===== config.mk =====
export PLATFORM = sky130hd
export DESIGN_NAME = uart_rx_os
export DESIGN_NICKNAME = d
export VERILOG_FILES = /design/src/rtl/uart_rx_os.sv
export SDC_FILE = /design/constraint.sdc
export NUM_CORES = 1
export LEC_CHECK = 0
export BUFFER_PORTS_ARGS = -buffer_cell sky130_fd_sc_hd__buf_2
export CAP_MARGIN = 20
export CORE_MARGIN = 1.5
export CORE_UTILIZATION = 50
export CTS_CLUSTER_SIZE = 24
export DETAILED_ROUTE_END_ITERATION = 12
export GPL_ROUTABILITY_DRIVEN = 0
export MAX_ROUTING_LAYER = met4
export PLACE_DENSITY = 0.77
export SYNTH_ARGS = -nofsm -noshare
export SYNTH_HDL_FRONTEND = slang
export SYNTH_SLANG_ARGS = --single-unit

===== constraint.sdc =====
create_clock -name clk -period 2.7 [get_ports clk]
set_input_delay 0.405 -clock clk [delete_from_list [all_inputs] [get_ports clk]]
set_output_delay 0.405 -clock clk [all_outputs]
set_load 0.05 [all_outputs]

===== src/rtl/uart_rx_os.sv =====
// UART receiver: configurable frame format, 3-sample majority voting, false-start
// rejection, parity/framing/break/overrun detection and a one-entry valid/ready output.
module uart_rx_os #(
  parameter int BAUD_DIV    = 434,
  parameter int DATA_BITS   = 8,
  parameter int PARITY_MODE = 0,
  parameter int STOP_BITS   = 1
) (
  input  logic                 clk,
  input  logic                 rst,
  input  logic                 rx,
  output logic [DATA_BITS-1:0] data_out,
  output logic                 valid,
  input  logic                 ready,
  output logic                 parity_err,
  output logic                 frame_err,
  output logic                 break_det,
  output logic                 overrun,
  output logic                 busy
);
  localparam int CW = $clog2(BAUD_DIV);
  localparam logic [CW-1:0] BCNT_LAST = CW'(BAUD_DIV - 1);
  localparam logic [CW-1:0] SAMP_A    = CW'(BAUD_DIV / 2 - 1);
  localparam logic [CW-1:0] SAMP_B    = CW'(BAUD_DIV / 2);
  localparam logic [CW-1:0] SAMP_C    = CW'(BAUD_DIV / 2 + 1);
  localparam logic [3:0]    LAST_DATA = 4'(DATA_BITS - 1);
  localparam logic [3:0]    LAST_STOP = 4'(STOP_BITS - 1);
  localparam logic [1:0]    PMODE     = 2'(PARITY_MODE);

  typedef enum logic [2:0] {
    IDLE = 3'd0, START = 3'd1, DATA = 3'd2, PARITY = 3'd3, STOP = 3'd4, BRKWAIT = 3'd5
  } state_t;

  function automatic logic parity_fail(input logic [DATA_BITS-1:0] d, input logic p,
                                       input logic [1:0] mode);
    logic x;
    x = ^{d, p};
    case (mode)
      2'd1:    parity_fail = x;
      2'd2:    parity_fail = ~x;
      default: parity_fail = 1'b0;
    endcase
  endfunction

  state_t                 state_r, state_nx_s;
  logic                   rx_meta_r, rx_s_r, rx_prev_r;
  logic [CW-1:0]          bcnt_r;
  logic [3:0]             bidx_r;
  logic [1:0]             samp_r;
  logic [DATA_BITS-1:0]   shreg_r, frm_data_r, data_out_r;
  logic                   perr_r, ferr_r, zero_r;
  logic                   done_r, frm_perr_r, frm_ferr_r, break_r;
  logic                   valid_r, parity_err_r, frame_err_r, overrun_r, busy_r;
  logic                   fall_s, wrap_s, res_s, maj_s, ferr_now_s, brk_now_s, complete_s;

  assign fall_s     = rx_prev_r & ~rx_s_r;
  assign wrap_s     = (bcnt_r == BCNT_LAST);
  assign res_s      = (bcnt_r == SAMP_C);
  assign maj_s      = (samp_r[0] & samp_r[1]) | (samp_r[0] & rx_s_r) | (samp_r[1] & rx_s_r);
  assign ferr_now_s = ferr_r | ~maj_s;
  // zero_r already covers the first stop bit once a second stop bit is being resolved
  assign brk_now_s  = zero_r & ((bidx_r == 4'd0) ? ~maj_s : 1'b1);

  // Next-state decode and frame-completion strobe
  always_comb begin
    state_nx_s = state_r;
    complete_s = 1'b0;
    case (state_r)
      IDLE: begin
        if (fall_s) state_nx_s = START;
        else        state_nx_s = IDLE;
      end
      START: begin
        if (res_s && maj_s) state_nx_s = IDLE;
        else if (wrap_s)    state_nx_s = DATA;
        else                state_nx_s = START;
      end
      DATA: begin
        if (wrap_s && (bidx_r == LAST_DATA)) state_nx_s = (PMODE != 2'd0) ? PARITY : STOP;
        else                                 state_nx_s = DATA;
      end
      PARITY: begin
        if (wrap_s) state_nx_s = STOP;
        else        state_nx_s = PARITY;
      end
      STOP: begin
        if (res_s && (bidx_r == LAST_STOP)) begin
          complete_s = 1'b1;
          state_nx_s = brk_now_s ? BRKWAIT : IDLE;
        end else begin
          state_nx_s = STOP;
        end
      end
      BRKWAIT: begin
        if (rx_s_r) state_nx_s = IDLE;
        else        state_nx_s = BRKWAIT;
      end
      default: state_nx_s = IDLE;
    endcase
  end

  // Synchroniser, state register, bit timer and frame datapath
  always_ff @(posedge clk) begin
    if (rst) begin
      rx_meta_r  <= 1'b1;
      rx_s_r     <= 1'b1;
      rx_prev_r  <= 1'b1;
      state_r    <= IDLE;
      bcnt_r     <= {CW{1'b0}};
      bidx_r     <= 4'd0;
      samp_r     <= 2'b11;
      shreg_r    <= {DATA_BITS{1'b0}};
      perr_r     <= 1'b0;
      ferr_r     <= 1'b0;
      zero_r     <= 1'b1;
      done_r     <= 1'b0;
      break_r    <= 1'b0;
      frm_data_r <= {DATA_BITS{1'b0}};
      frm_perr_r <= 1'b0;
      frm_ferr_r <= 1'b0;
      busy_r     <= 1'b0;
    end else begin
      rx_meta_r <= rx;
      rx_s_r    <= rx_meta_r;
      rx_prev_r <= rx_s_r;
      state_r   <= state_nx_s;
      busy_r    <= (state_nx_s != IDLE);
      if (state_r == IDLE || wrap_s) bcnt_r <= {CW{1'b0}};
      else                           bcnt_r <= bcnt_r + CW'(1);
      if (state_nx_s != state_r) bidx_r <= 4'd0;
      else if (wrap_s)           bidx_r <= bidx_r + 4'd1;
      if (bcnt_r == SAMP_A) samp_r[0] <= rx_s_r;
      if (bcnt_r == SAMP_B) samp_r[1] <= rx_s_r;
      case (state_r)
        IDLE: begin
          perr_r <= 1'b0;
          ferr_r <= 1'b0;
          zero_r <= 1'b1;
        end
        DATA: if (res_s) begin
          shreg_r <= {maj_s, shreg_r[DATA_BITS-1:1]};
          zero_r  <= zero_r & ~maj_s;
        end
        PARITY: if (res_s) begin
          perr_r <= parity_fail(shreg_r, maj_s, PMODE);
          zero_r <= zero_r & ~maj_s;
        end
        STOP: if (res_s) begin
          ferr_r <= ferr_now_s;
          if (bidx_r == 4'd0) zero_r <= zero_r & ~maj_s;
        end
        default: ;
      endcase
      done_r  <= complete_s;
      break_r <= complete_s & brk_now_s;
      if (complete_s) begin
        frm_data_r <= brk_now_s ? {DATA_BITS{1'b0}} : shreg_r;
        frm_perr_r <= perr_r & ~brk_now_s;
        frm_ferr_r <= ferr_now_s;
      end
    end
  end

  // Holding register with valid/ready handshake and overrun flag
  always_ff @(posedge clk) begin
    if (rst) begin
      data_out_r   <= {DATA_BITS{1'b0}};
      valid_r      <= 1'b0;
      parity_err_r <= 1'b0;
      frame_err_r  <= 1'b0;
      overrun_r    <= 1'b0;
    end else if (done_r) begin
      if (!valid_r || ready) begin
        data_out_r   <= frm_data_r;
        parity_err_r <= frm_perr_r;
        frame_err_r  <= frm_ferr_r;
        valid_r      <= 1'b1;
        overrun_r    <= 1'b0;
      end else begin
        overrun_r <= 1'b1;
      end
    end else begin
      overrun_r <= 1'b0;
      if (valid_r && ready) valid_r <= 1'b0;
    end
  end

  assign data_out   = data_out_r;
  assign valid      = valid_r;
  assign parity_err = parity_err_r;
  assign frame_err  = frame_err_r;
  assign break_det  = break_r;
  assign overrun    = overrun_r;
  assign busy       = busy_r;
endmodule

==> flow_metrics.env, run 1 <==
export IMPL_drv_cap=0
export IMPL_synthArstFlopShare=0
export IMPL_clkPwrFrac=0.347
export IMPL_hold_violations=0
export IMPL_placed_area_sq_um=2380
export IMPL_status="complete, no violations"
export IMPL_hold_class="input port to flip-flop"
export IMPL_ant_nets=0
export IMPL_cts_root_buf="clkbuf_8"
export IMPL_worst_pin_slew_ps=745
export IMPL_clk_pin_slew_worst_paths_ps=90
export IMPL_cp_start_kind="flip-flop"
export IMPL_yosysWarnings=0
export IMPL_p_per_area_nw_per_um2=522
export IMPL_initial_core_util=0.521
export IMPL_die_width_microns=70.4
export IMPL_syn_area_sq_um=2270
export IMPL_synth_top_family_by_area="simple AND/OR/NAND/NOR gates"
export IMPL_synth_common_cells="54 x dfxtp_1, 35 x nor2_1, 20 x mux2i_1"
export IMPL_cts_max_level=2
export IMPL_synth_area_leaders="dfxtp_1 48%, mux2i_1 8.8%, nor2_1 5.8%"
export IMPL_p_seq_frac=0.625
export IMPL_io_pins=18
export IMPL_synth_ff_type="dfxtp_1"
export IMPL_syn_inst=228
export IMPL_io_buffers=16
export IMPL_die_area_sq_um=4950
export IMPL_clk_latency_ps=310
export IMPL_end_kind="flip-flop"
export IMPL_ir_drop_v=0.000313
export IMPL_synth_fa_ha_area_frac=0.0375
export IMPL_post_cts_setup_buffer_count=0
export IMPL_report_final_slew_viol_count=0
export IMPL_n_antenna_cell=0
export IMPL_max_stage_delay_ps=400
export IMPL_synthMuxAreaShare=0.0882
export IMPL_viasPerCell=5.39
export IMPL_core_area_sq_um=4350
export IMPL_detail_route_wl_per_cell_microns=12.7
export IMPL_totalWireLength_mm=3.77
export IMPL_drive_gt1_frac=0.160
export IMPL_synth_xor_xnor_area_share=0.0347
export IMPL_synth_area_leader_cell="dfxtp_1"
export IMPL_synth_top_cell_area_share=0.476
export IMPL_crit_family="simple AND/OR/NAND/NOR gates"
export IMPL_cts_tree="built"
export IMPL_cts_buffers=5
export IMPL_vias=1596
export IMPL_grt_ovfl_total=0
export IMPL_die_h_microns=70.4
export IMPL_clock_path_buffers=2
export IMPL_drtIter0Drc=99
export IMPL_rsz0062_at_grt="no"
export IMPL_synth_cell_types=48
export IMPL_grtUsageTotal=0.170
export IMPL_setup_violations=0
export IMPL_p_leak_nw=1.03
export IMPL_critical_path_max_fanout=6
export IMPL_reg2reg_setup_slack_ps=580
export IMPL_nets=253
export IMPL_swShare=0.226
export IMPL_syn_area_per_cell_sq_um=9.95
export IMPL_synth_edf_count=0
export IMPL_setup_tns_ps=0
export IMPL_hpwlAfterDp_mm=2.63
export IMPL_first_pass_iters=4
export IMPL_crit_chain="inv_1 > ha_1 > nor3b_1 > and4_1 > a221oi_2 > mux2i_1 > nor3_1"
export IMPL_path_buf_inv=1
export IMPL_switching_power_w=0.000291
export IMPL_intPower_w=0.000997
export IMPL_total_power_w=0.00129
export IMPL_post_route_period_util=0.783
export IMPL_pwr_share_comb=0.028
export IMPL_cts_resized_gates=0
export IMPL_yosysSeqAreaShare=0.476
export IMPL_max_freq_mhz=473
export IMPL_cts_hold_buffers=0
export IMPL_stdcell_area_sq_um=2470
export IMPL_syn_num_nets=238
export IMPL_area_delta_synth_final_pct=8.77
export IMPL_synth_compound_area_share=0.110
export IMPL_post_route_drc_count=0
export IMPL_slowest_stage="dfxtp_1"
export IMPL_core_rowCount=24
export IMPL_relSlewSlack=0.497
export IMPL_fin_crit_ps=2120
export IMPL_synth_most_common_cell="dfxtp_1"
export IMPL_criticalPathCategory="flip-flop to flip-flop"
export IMPL_grt_pass1_vias=1488
export IMPL_grt_max_degree=35
export IMPL_grt_pass1_wl_mm=6.58
export IMPL_cts_sinks=54
export IMPL_yosys_area_share_simple=0.217
export IMPL_ys_seq_elements=54
export IMPL_antenna_found_initial=0
export IMPL_cp_required_ps=2870
export IMPL_finClkSkew_ps=7.94
export IMPL_cp_arrival_ps=2280
-- per-stage QoR --
step	std cells	utilization	hold slack, ps	worst slack [ps]
after floorplan	228	-	389	796
after CTS	296	0.567	275	575
after global routing	296	0.567	268	420
final	296	0.567	283	585
after detailed placement	288	0.546	397	585
after global placement	288	0.546	398	666
-- worst reg2reg max path, cell delays in order (launching register included) --
cell,delay [ps]
dfxtp_1,400
inv_1,70
ha_1,190
nor3b_1,170
and4_1,280
a221oi_2,360
mux2i_1,400
nor3_1,110
-- area by class of cell --
class / count / area [sq um]
Clock buffer: 5 / 68.8
Tap cell: 52 / 65.1
Clock inverter: 3 / 23.8
Sequential cell: 54 / 1080
Fill cell: 389 / 1890
Multi-Input combinational cell: 156 / 1110
Inverter: 9 / 33.8
Timing Repair Buffer: 17 / 87.6
-- path summary, 6_finish.rpt --
kind	endpoint	from	cells past startpoint
max	bidx_r[3]	bidx_r[0]	7
min reg2reg	rx_s_r	rx_meta_r	1
max reg2reg	bidx_r[3]	bidx_r[0]	7
min	rx_meta_r	rx	2
-- registers in the layout, indices dropped and copies added (netlist names) --
name        flops
data_out        8
rx_prev_r       1
samp_r          2
frame_err       1
break_det       1
frm_data_r      8
shreg_r         8
ferr_r          1
bcnt_r          9
overrun         1
rx_meta_r       1
frm_ferr_r      1
state_r         3
valid           1
done_r          1
busy            1
rx_s_r          1
zero_r          1
bidx_r          4
-- placed cells by master, fill, tap and decap left out, types with 5 or more instances in the layout --
| master | synthesis | routed |
|---|---|---|
| a22o_1 | 9 | 9 |
| and3_1 | 5 | 5 |
| ha_1 | 6 | 6 |
| nand2_1 | 9 | 9 |
| dfxtp_1 | 54 | 54 |
| buf_2 | 1 | 16 |
| xor2_1 | 6 | 6 |
| clkbuf_8 | 0 | 5 |
| nor3_1 | 5 | 5 |
| o21ai_0 | 5 | 5 |
| inv_1 | 9 | 9 |
| nand3_1 | 6 | 6 |
| mux2i_1 | 20 | 20 |
| nor2_1 | 35 | 35 |
-- layer usage --
layer / wire, microns / GRT usage / part of all wire / vias to the layer above
met5: 0 / - / 0 / -
met4: 58 / 0.0705 / 0.015 / 0
met3: 173 / 0.0390 / 0.046 / 7
met2: 1680 / 0.251 / 0.44 / 34
met1: 1860 / 0.224 / 0.49 / 727
li1: - / - / - / 828
-- cell families (layout without fill, tap and decap cells) --
family / after synthesis / after routing
XOR/XNOR: 9 / 9
other: 1 / 1
adder cells (fa/ha/maj): 7 / 7
multiplexers: 20 / 20
buffers and inverters: 18 / 34
flip-flops: 54 / 54
AND/OR/NAND/NOR: 88 / 88
AO/OA/AOI/OAI: 31 / 31
-- power by group through the flow --
stage | combinational [W] | clock (W) | sequential, W
after floorplan | 0.0000283 | 0 | 0.000824
after global placement | 0.0000364 | 0 | 0.000823
after detailed placement | 0.0000369 | 0 | 0.000823
after CTS | 0.0000369 | 0.000465 | 0.000805
after global routing | 0.0000400 | 0.000496 | 0.000806
final | 0.0000363 | 0.000446 | 0.000805
Power figures use the tool's default switching activity.
==> run 2, diff against run 1 <==
- PLACE_DENSITY: 0.77 -> 0.8
- clock period: 2.7 -> 1.9 ns (I/O delays scaled with it)
==> run 2 against run 1 <==
  * Die area stayed put
  * Sequential power grew 42%
  * Setup slack got worse by 530 ps
  * Critical path depth down 1
  * Worst hold slack worse by 120 ps
  * Register-to-register slack worse by 530 ps
  * Highest routed layer unchanged
  * Critical endpoint is now bidx_r[0]
  * Critical path type unchanged
  * Combinational power up 89%
  * Routed wire length increased by 16%
  * First-iteration DRC count shrank 14%
  * Power increased by 43%
  * Largest cell class unchanged
==> flow_metrics.env, run 2 (synthesis results as in run 1) <==
export IMPL_status="complete, no violations"
export IMPL_drv_cap=0
export IMPL_area_delta_synth_final_pct=19.2
export IMPL_most_common_layout_cells="51 x dfxtp_1, 34 x nor2_1, 22 x buf_4"
export IMPL_clk_pin_slew_worst_paths_ps=90
export IMPL_grt_pass1_vias=1664
export IMPL_antenna_found_initial=0
export IMPL_criticalPathCategory="flip-flop to flip-flop"
export IMPL_whs_ps=159
export IMPL_dp_slack_ps=-19.9
export IMPL_swShare=0.226
export IMPL_grt_pass1_wl_mm=7.38
export IMPL_clk_latency_ps=300
export IMPL_hold_violations=0
export IMPL_drive_gt1_frac=0.282
export IMPL_hold_class="input port to flip-flop"
export IMPL_io_pins=18
export IMPL_max_freq_mhz=543
export IMPL_detail_route_wl_per_cell_microns=13.7
export IMPL_core_rowCount=24
export IMPL_cts_sinks=54
export IMPL_cts_hold_buffers=0
export IMPL_fin_crit_ps=1840
export IMPL_intPower_w=0.00142
export IMPL_core_area_sq_um=4350
export IMPL_totalWireLength_mm=4.37
export IMPL_p_leak_nw=1.19
export IMPL_cp_start_kind="flip-flop"
export IMPL_largest_reg_flops=9
export IMPL_final_core_util=0.621
export IMPL_fin_ws_ps=56.9
export IMPL_grt_max_degree=20
export IMPL_n_antenna_cell=0
export IMPL_setup_violations=0
export IMPL_initial_core_util=0.521
export IMPL_ir_drop_v=0.000459
export IMPL_critical_path_max_fanout=7
export IMPL_grtUsageTotal=0.190
export IMPL_pwr_share_comb=0.037
export IMPL_io_buffers=16
export IMPL_die_area_sq_um=4950
export IMPL_cts_tree="built"
export IMPL_ant_nets=0
export IMPL_end_kind="flip-flop"
export IMPL_p_per_area_nw_per_um2=679
export IMPL_cts_buffers=5
export IMPL_viasPerCell=5.44
export IMPL_finClkSkew_ps=5.65
export IMPL_cts_max_level=2
export IMPL_post_route_period_util=0.970
export IMPL_nets=275
export IMPL_drtIter0Drc=85
export IMPL_p_seq_frac=0.621
export IMPL_setup_tns_ps=0
export IMPL_placed_cells=309
export IMPL_fin_cells=318
export IMPL_vias=1731
export IMPL_hpwlAfterDp_mm=3.18
export IMPL_final_common_cell="dfxtp_1"
export IMPL_clkPwrFrac=0.341
export IMPL_clock_path_buffers=2
export IMPL_first_pass_iters=4
export IMPL_switching_power_w=0.000415
export IMPL_die_h_microns=70.4
export IMPL_grt_ovfl_total=0
export IMPL_cp_required_ps=2130
export IMPL_post_route_drc_count=0
export IMPL_report_final_slew_viol_count=0
export IMPL_cp_arrival_ps=2070
export IMPL_regMostFlops="bcnt_r"
export IMPL_cts_root_buf="clkbuf_8"
export IMPL_die_width_microns=70.4
run 2: power by group through the flow:
stage               Clock (W)  Sequential [W]  Combinational, W
global placement            0         0.00117         0.0000642
CTS                  0.000644         0.00114         0.0000655
detailed placement          0         0.00117         0.0000655
finish               0.000626         0.00114         0.0000687
global route         0.000700         0.00114         0.0000747
floorplan                   0         0.00117         0.0000403
run 2: layout make-up:
| cell class | count | area [sq um] |
|---|---|---|
| fillers | 363 | 1650 |
| multi-input cells | 156 | 1170 |
| flip-flops and latches | 54 | 1080 |
| repair buffers | 39 | 265 |
| clock buffers | 5 | 68.8 |
| well taps | 52 | 65.1 |
| inverters | 9 | 33.8 |
| clock inverters | 3 | 21.3 |
run 2: stage by stage:
step	instance area, sq um	total power (W)
final	2710	0.00184
after global routing	2710	0.00192
after CTS	2650	0.00185
after detailed placement	2550	0.00123
after global placement	2550	0.00123
after floorplan	2270	0.00121
run 2: what timing repair did:
action                     in CTS  in global routing
setup endpoints to repair       3                 12
pin swaps                       1                  7
resized for setup               5                 12
setup buffers                   0                  1
run 2: layer usage:
layer	track usage	up-vias	part of all wire
met5	-	-	0
met4	0.0641	0	0.014
met3	0.0433	6	0.032
met2	0.309	31	0.49
met1	0.232	822	0.46
li1	-	872	-
run 2: path summary, 6_finish.rpt:
check,from,end,slack (ps),cells past startpoint
setup / recovery,state_r[2],bidx_r[0],60,6
hold / removal,rx,rx_meta_r,160,2
setup reg to reg,state_r[2],bidx_r[0],60,6
hold reg to reg,rx_meta_r,rx_s_r,420,1
run 2: critical path: stages (launching register included):
cell	delay, ps
dfxtp_1	390
or3b_2	460
a211oi_1	370
a221oi_4	70
mux2i_1	140
buf_4	160
nor3_1	180
==> run 3, diff against run 2 <==
- CORE_UTILIZATION: 50 -> 46
- PLACE_DENSITY: 0.8 -> 0.75
==> run 3 against run 2 <==
  * Non-clock buffer count decreased by 5
  * Utilization down 5.2 points
  * Combinational power shrank 3.2%
  * Maximum frequency shrank 0.94%
  * Register-to-register slack got worse by 20 ps
  * Clock power grew 1%
  * Worst hold slack worse by 3.1 ps
  * Routed wire length is 7.1% lower
  * Critical path type unchanged
  * Highest routed layer unchanged
==> flow_metrics.env, run 3 (synthesis results as in run 1) <==
export IMPL_finClkSkew_ps=7.78
export IMPL_most_common_layout_cells="49 x dfxtp_1, 35 x nor2_1, 20 x mux2i_1"
export IMPL_rsz0062_at_grt="yes"
export IMPL_clk_latency_ps=310
export IMPL_die_h_microns=73.2
export IMPL_die_area_sq_um=5360
export IMPL_initial_core_util=0.481
export IMPL_cts_tree="built"
export IMPL_totalWireLength_mm=4.05
export IMPL_clock_path_buffers=2
export IMPL_io_pins=18
export IMPL_fin_crit_ps=1860
export IMPL_vias=1682
export IMPL_switching_power_w=0.000418
export IMPL_critical_path_max_fanout=4
export IMPL_post_route_period_util=0.979
export IMPL_grt_max_degree=21
export IMPL_drive_gt1_frac=0.264
export IMPL_clkPwrFrac=0.345
export IMPL_p_per_area_nw_per_um2=684
export IMPL_grt_pass1_vias=1561
export IMPL_first_pass_iters=4
export IMPL_detail_route_wl_per_cell_microns=12.4
export IMPL_criticalPathCategory="flip-flop to flip-flop"
export IMPL_p_leak_nw=1.15
export IMPL_intPower_w=0.00142
export IMPL_viasPerCell=5.13
export IMPL_cp_arrival_ps=2090
export IMPL_hpwlAfterDp_mm=2.87
export IMPL_placed_area_sq_um=2530
export IMPL_cp_start_kind="flip-flop"
export IMPL_hold_class="input port to flip-flop"
export IMPL_pwr_share_comb=0.036
export IMPL_largest_reg_flops=9
export IMPL_cts_sinks=54
export IMPL_antenna_found_initial=0
export IMPL_core_rowCount=25
export IMPL_end_kind="flip-flop"
export IMPL_ir_drop_v=0.000371
export IMPL_p_seq_frac=0.619
export IMPL_post_route_drc_count=0
export IMPL_report_final_slew_viol_count=0
export IMPL_hold_violations=0
export IMPL_cts_root_buf="clkbuf_8"
export IMPL_swShare=0.227
export IMPL_ant_nets=0
export IMPL_drv_cap=0
export IMPL_area_delta_synth_final_pct=18.5
export IMPL_clk_pin_slew_worst_paths_ps=90
export IMPL_core_area_sq_um=4720
export IMPL_relSlewSlack=0.615
export IMPL_grtUsageTotal=0.166
export IMPL_n_antenna_cell=0
export IMPL_worst_pin_slew_ps=575
export IMPL_total_power_w=0.00184
export IMPL_drtIter0Drc=42
export IMPL_grt_ovfl_total=0
export IMPL_stdcell_area_sq_um=2690
export IMPL_cts_max_level=2
export IMPL_grt_pass1_wl_mm=6.75
export IMPL_final_common_cell="dfxtp_1"
export IMPL_regMostFlops="bcnt_r"
export IMPL_max_freq_mhz=537
export IMPL_status="complete, no violations"
export IMPL_die_width_microns=73.2
export IMPL_io_buffers=16
export IMPL_cts_buffers=5
export IMPL_nets=270
export IMPL_setup_violations=0
export IMPL_cp_required_ps=2130
## run 3: cell count changes in the layout (fill, tap and decap cells not counted), moves of 2 or more
cell     before  now
inv_1         7    9
dfxtp_1      51   49
inv_2         2    0
buf_4        22   17
## run 3: through the flow
stage	instances	TNS (ps)	util	hold WS, ps	setup slack (ps)
final	328	0	0.570	156	39.5
after global routing	328	-180	0.570	155	-39.5
after CTS	327	-20.6	0.555	147	-20.6
after detailed placement	319	-26.1	0.535	403	-26.1
after global placement	319	0	0.535	396	31.1
after floorplan	228	0	-	364	17.0
## run 3: path summary, 6_finish.rpt
check / from / cells past startpoint / to / slack [ps]
worst min register to register: rx_meta_r / 1 / rx_s_r / 430
worst max-delay path: bidx_r[0] / 8 / bidx_r[1] / 40
worst min-delay path: ready / 2 / overrun / 160
worst max register to register: bidx_r[0] / 8 / bidx_r[1] / 40
## run 3: power groups by stage
stage | logic (W) | clock network [W] | registers [W]
after floorplan | 0.0000403 | 0 | 0.00117
after detailed placement | 0.0000638 | 0 | 0.00117
final | 0.0000665 | 0.000635 | 0.00114
after CTS | 0.0000637 | 0.000667 | 0.00114
after global routing | 0.0000727 | 0.000707 | 0.00114
after global placement | 0.0000631 | 0 | 0.00117
## run 3: repair_timing
action / CTS / global route
hold buffers: 0 / 0
endpoints found under the setup margin: 3 / 14
buffers inserted: 0 / 1
resized for setup: 2 / 16
pin swaps: 1 / 3
## run 3: area by class of cell
class	count	area, sq um
clock buffer	5	68.8
tap	67	83.8
inverter	9	33.8
fill	414	2030
timing repair buffer	34	228
sequential	54	1090
multi-input combinational	156	1160
clock inverter	3	23.8
## run 3: routing by layer
layer  part of all wire  GRT usage  up-vias
met5                  0          -        -
met4              0.020     0.0734        0
met3              0.030     0.0304        6
met2               0.47      0.272       26
met1               0.48      0.199      789
li1                   -          -      861
## run 3: critical path, stage by stage (launching register included)
cell,delay [ps]
dfxtp_1,320
buf_4,140
ha_1,200
and3b_1,190
a22o_1,180
a211oi_1,300
o41ai_1,130
buf_4,170
nor3_1,160
